`src/rtl/glyph_rom_arbiter.sv`:
```
// Two-requester glyph ROM arbiter with burst locking and a lock timeout.
// Optional GLYPH_ARB_STATS_EN adds a saturating conflict-cycle counter.
module glyph_rom_arbiter #(
    parameter int ADDR_W   = 7,
    parameter int DATA_W   = 7,
    parameter int LOCK_MAX = 64
) (
    input  logic              clk_in,
    input  logic              rst,
    input  logic              req0,
    input  logic              req1,
    input  logic [ADDR_W-1:0] addr0,
    input  logic [ADDR_W-1:0] addr1,
    input  logic              lock0,
    input  logic              lock1,
    output logic              gnt0,
    output logic              gnt1,
    output logic              rvalid0,
    output logic              rvalid1,
    output logic [DATA_W-1:0] rdata,
    output logic              rom_rd,
    output logic [ADDR_W-1:0] rom_addr,
    input  logic [DATA_W-1:0] rom_data,
    output logic [1:0]        owner
`ifdef GLYPH_ARB_STATS_EN
    ,
    output logic [15:0]       conflicts
`endif
);

    localparam int CNT_W = (LOCK_MAX > 2) ? $clog2(LOCK_MAX) : 1;
    localparam logic [CNT_W-1:0] CNT_LAST = CNT_W'(LOCK_MAX - 1);

    localparam logic [1:0] IDLE = 2'd0;
    localparam logic [1:0] OWN0 = 2'd1;
    localparam logic [1:0] OWN1 = 2'd2;

    logic [1:0]       state;
    logic [1:0]       state_nx;
    logic             last_gnt;
    logic             last_gnt_nx;
    logic [CNT_W-1:0] cnt;
    logic [CNT_W-1:0] cnt_nx;

    // last_gnt names the requester granted most recently; the other wins a tie
    always_comb begin
        gnt0 = 1'b0;
        gnt1 = 1'b0;
        case (state)
            OWN0: gnt0 = req0;
            OWN1: gnt1 = req1;
            default: begin
                if (req0 && req1) begin
                    gnt0 = last_gnt;
                    gnt1 = !last_gnt;
                end else begin
                    gnt0 = req0;
                    gnt1 = req1;
                end
            end
        endcase
    end

    always_comb begin
        state_nx    = state;
        cnt_nx      = cnt;
        last_gnt_nx = last_gnt;
        if (gnt0) begin
            last_gnt_nx = 1'b0;
        end else if (gnt1) begin
            last_gnt_nx = 1'b1;
        end
        case (state)
            OWN0: begin
                if (!lock0) begin
                    state_nx = IDLE;
                end else if (cnt == CNT_LAST) begin
                    state_nx    = IDLE;
                    last_gnt_nx = 1'b0;
                end else begin
                    cnt_nx = cnt + 1'b1;
                end
            end
            OWN1: begin
                if (!lock1) begin
                    state_nx = IDLE;
                end else if (cnt == CNT_LAST) begin
                    state_nx    = IDLE;
                    last_gnt_nx = 1'b1;
                end else begin
                    cnt_nx = cnt + 1'b1;
                end
            end
            default: begin
                state_nx = IDLE;
                cnt_nx   = '0;
                if (gnt0 && lock0) begin
                    state_nx = OWN0;
                end else if (gnt1 && lock1) begin
                    state_nx = OWN1;
                end
            end
        endcase
    end

    always_ff @(posedge clk_in or posedge rst) begin
        if (rst) begin
            state    <= IDLE;
            last_gnt <= 1'b1;
            cnt      <= '0;
            rvalid0  <= 1'b0;
            rvalid1  <= 1'b0;
        end else begin
            state    <= state_nx;
            last_gnt <= last_gnt_nx;
            cnt      <= cnt_nx;
            rvalid0  <= gnt0;
            rvalid1  <= gnt1;
        end
    end

    assign owner  = state;
    assign rom_rd = gnt0 | gnt1;
    assign rdata  = rom_data;

    always_comb begin
        rom_addr = '0;
        if (gnt0) begin
            rom_addr = addr0;
        end else if (gnt1) begin
            rom_addr = addr1;
        end
    end

`ifdef GLYPH_ARB_STATS_EN
    logic conflict_hit;

    assign conflict_hit = (req0 && !gnt0) || (req1 && !gnt1);

    always_ff @(posedge clk_in or posedge rst) begin
        if (rst) begin
            conflicts <= '0;
        end else if (conflict_hit && conflicts != 16'hFFFF) begin
            conflicts <= conflicts + 16'd1;
        end
    end
`endif

endmodule

```
`config.mk`:
```
export PLATFORM = sky130hd
export DESIGN_NAME = glyph_rom_arbiter
export DESIGN_NICKNAME = d
export VERILOG_FILES = /design/src/rtl/glyph_rom_arbiter.sv
export SDC_FILE = /design/constraint.sdc
export NUM_CORES = 1
export LEC_CHECK = 0
export ABC_AREA = 0
export CORE_MARGIN = 10
export CORE_UTILIZATION = 38
export CTS_BUF_LIST = sky130_fd_sc_hd__clkbuf_2 sky130_fd_sc_hd__clkbuf_4 sky130_fd_sc_hd__clkbuf_8
export DETAILED_ROUTE_END_ITERATION = 7
export PLACE_DENSITY = 0.81
export SLEW_MARGIN = 0
export SYNTH_ARGS = -nofsm -noshare
export SYNTH_HDL_FRONTEND = slang
export SYNTH_SLANG_ARGS = --single-unit
```
`constraint.sdc`:
```
create_clock -name clk_in -period 2.8 [get_ports clk_in]
set_input_delay 0.84 -clock clk_in [delete_from_list [all_inputs] [get_ports clk_in]]
set_output_delay 0.84 -clock clk_in [all_outputs]
set_load 0.02 [all_outputs]
```
==> results.json <==
{
  "outcome": "finished, violations left",
  "violations": "negative setup slack",
  "ys_ff_latch": 11,
  "overflow": 0,
  "grt_util_met1": 0.117,
  "use_met3": 0.0593,
  "num_antenna_cells": 0,
  "cts_root_buf": "clkbuf_4",
  "nets": 165,
  "power_frac_seq": 0.230,
  "fill_cells": 133,
  "syn_area_um2": 802,
  "period_minus_slack_ps": 2830,
  "drc_errors": 0,
  "yosys_warnings": 0,
  "die_w_um": 65.9,
  "arrival_ps": 1990,
  "comb_power_share": 0.653,
  "place_area_um2": 1170,
  "drive_gt1_frac": 0.351,
  "swShare": 0.411,
  "fin_cells": 161,
  "clk_latency_ps": 270,
  "syn-num-nets": 117,
  "postCtsHoldBufs": 0,
  "synth_top_area_frac": 0.312,
  "grt_max_degree": 14,
  "synthTopCellsByArea": "dfrtp_1, a22o_1, buf_4, ha_1, a21oi_1",
  "io_pins": 48,
  "path_buf_inv": 4,
  "ys_seq_area_frac": 0.345,
  "cp-end-kind": "output port",
  "place.gp.congestion": 0.726,
  "hold_violations": 0,
  "syn_to_final_growth_pct": 70.0,
  "ant_nets": 0,
  "fmax_ghz": 0.353,
  "setup_slack_ps": -31.6,
  "vias_per_cell": 5.75,
  "vias": 926,
  "dp_hpwl_um": 1940,
  "hp-class": "flip-flop to flip-flop",
  "post_drt_wl_per_cell_um": 19.9,
  "cellLeakagePower_nw": 0.599,
  "grtUsageMet2": 0.228,
  "finalSetupViolations": 2,
  "finClkSkew_ps": 1.80,
  "cts_inserted_buffers": 3,
  "power_frac_clock": 0.117,
  "coreArea_um2": 1980,
  "dpl_worst_slack_ps": -587,
  "firstDrtPassIters": 4,
  "routed_wl_um": 3200,
  "post-route-util": 0.688,
  "cap_violations": 0,
  "dp_cells": 147,
  "drt_iter0_drc": 59,
  "start_util": 0.405,
  "hold_slack_ps": 524,
  "intPower_uw": 594,
  "rsz0062_at_grt": "yes",
  "grt_pass1_wl_um": 4400,
  "max-vdd-ir-drop_mv": 0.485,
  "power.switching_uw": 414,
  "design_area_um2": 1360,
  "synth.distinct_cells": 36,
  "cts_tree": "built",
  "row_count": 16,
  "path_max_fanout": 3,
  "worstSetupPathType": "input pin to output port",
  "fp.dieH_um": 65.9,
  "track_usage": 0.128,
  "syn_avg_cell_area_um2": 9.22,
  "die_area_um2": 4350,
  "cp_top_family": "buffers and inverters",
  "busiest_layer": "met2",
  "ctsLongestPathBuffers": 2,
  "fin_crit_sh": 1.01,
  "clk_pin_slew_ps": 70,
  "cp-start-kind": "input pin",
  "worstPathRequired_ps": 1960,
  "worstMarginPinSlew_ps": 414,
  "synth_top_cell_by_area": "dfrtp_1",
  "rrSetupSlack_ps": 880,
  "h-tree-depth": 1,
  "synthCells": 87,
  "clkSinkCount": 11,
  "max_slew_margin": 0.724,
  "power_density_nw_per_um2": 739,
  "antenna_found_initial": 0,
  "slowest_delay_ps": 380,
  "cp_slowest_cell": "dlygate4sd2_1",
  "grt_pass1_vias": 1031,
  "slew_violations": 0,
  "numPortBuffers": 33,
  "path_cells": "dlygate4sd2_1 -> o21ai_4 -> a21oi_4 -> buf_6 -> buf_6 -> a22o_1 -> buf_6",
  "cp_common_cell": "buf_6"
}
## state kept, by name, indices dropped and copies added, names as in the netlist
register,flops
rvalid1,1
cnt,6
rvalid0,1
owner,2
last_gnt,1
## logic make-up (layout without fill, tap and decap cells)
| group | count (synthesis) | count (layout) | synth area share |
|---|---|---|---|
| flops | 11 | 11 | 0.345 |
| mux | 1 | 1 | 0.0140 |
| compound gates | 35 | 35 | 0.318 |
| fa+ha+maj | 3 | 3 | 0.0468 |
| buf+inv | 18 | 65 | 0.134 |
| simple gates | 19 | 19 | 0.142 |
## area by class of cell
class	count	area, um2	share of cell area
clock buffers	4	30.0	0.0220
repair buffers	54	515	0.378
flip-flops and latches	11	277	0.203
well taps	27	33.8	0.0248
inverters	7	26.3	0.0193
multi-input cells	58	482	0.353
## layer usage
layer  part of all wire  up-vias
met3              0.098       16
li1                   -      419
met2               0.47       56
met5                  0        -
met1               0.37      435
met4              0.055        0
## path summary, 6_finish.rpt
kind                       startpoint           to  cells past startpoint
setup / recovery                 req1  rom_addr[2]                      7
hold / removal                 cnt[1]       cnt[1]                      1
setup reg to reg             owner[0]     last_gnt                      8
hold reg to reg                cnt[1]       cnt[1]                      1
max in group asynchronous         rst     last_gnt                      2
min in group asynchronous         rst       cnt[5]                      2
## synthesized netlist by cell type (all sizes together)
master / count
nor2: 1
o311ai: 1
nor4b: 1
dfstp: 1
a2bb2oi: 1
and3: 2
ha: 3
a41oi: 1
buf: 11
inv: 7
a22o: 8
nand3: 2
a32oi: 1
a31oi: 3
a211oi: 2
or2b: 1
o21ai: 6
nand4: 1
mux2: 1
a21oi: 8
a32o: 1
or2: 1
o22a: 1
dfrtp: 10
o31ai: 1
nand2: 6
a311o: 1
nor2b: 1
and4: 2
and2: 1
## power by group through the flow
| stage | Sequential [mW] | Clock (mW) | Combinational [mW] |
|---|---|---|---|
| after floorplan | 0.239 | 0 | 0.274 |
| after global placement | 0.227 | 0 | 0.479 |
| after detailed placement | 0.228 | 0 | 0.488 |
| after CTS | 0.228 | 0.119 | 0.554 |
| after global routing | 0.235 | 0.125 | 0.698 |
| final | 0.232 | 0.118 | 0.658 |
## placed cells by master (no fill, tap or decap), drive strengths merged
cell	instances
a211oi	2
a21oi	8
a22o	8
a2bb2oi	1
a311o	1
a31oi	3
a32o	1
a32oi	1
a41oi	1
and2	1
and3	2
and4	2
buf	30
clkbuf	5
clkdlybuf4s50	21
dfrtp	10
dfstp	1
dlygate4sd2	2
ha	3
inv	7
mux2	1
nand2	6
nand3	2
nand4	1
nor2	1
nor2b	1
nor4b	1
o21ai	6
o22a	1
o311ai	1
o31ai	1
or2	1
or2b	1
## what timing repair did
| action | in CTS | in global routing |
|---|---|---|
| pin swaps | 1 | 10 |
| endpoints found under the hold margin | 0 | 0 |
| buffers inserted | 9 | 0 |
| endpoints found under the setup margin | 10 | 9 |
| gates cloned | 1 | 0 |
| gates resized for setup | 56 | 22 |
## through the flow
step | total power, mW | setup TNS [ps]
4_1_cts | 0.900 | 0
5_1_grt | 1.06 | -451
6_report | 1.01 | -40.8
3_3_place_gp | 0.707 | -5020
3_5_place_dp | 0.716 | -5490
2_1_floorplan | 0.514 | 0
No activity file was read; power rests on OpenSTA's default activity.
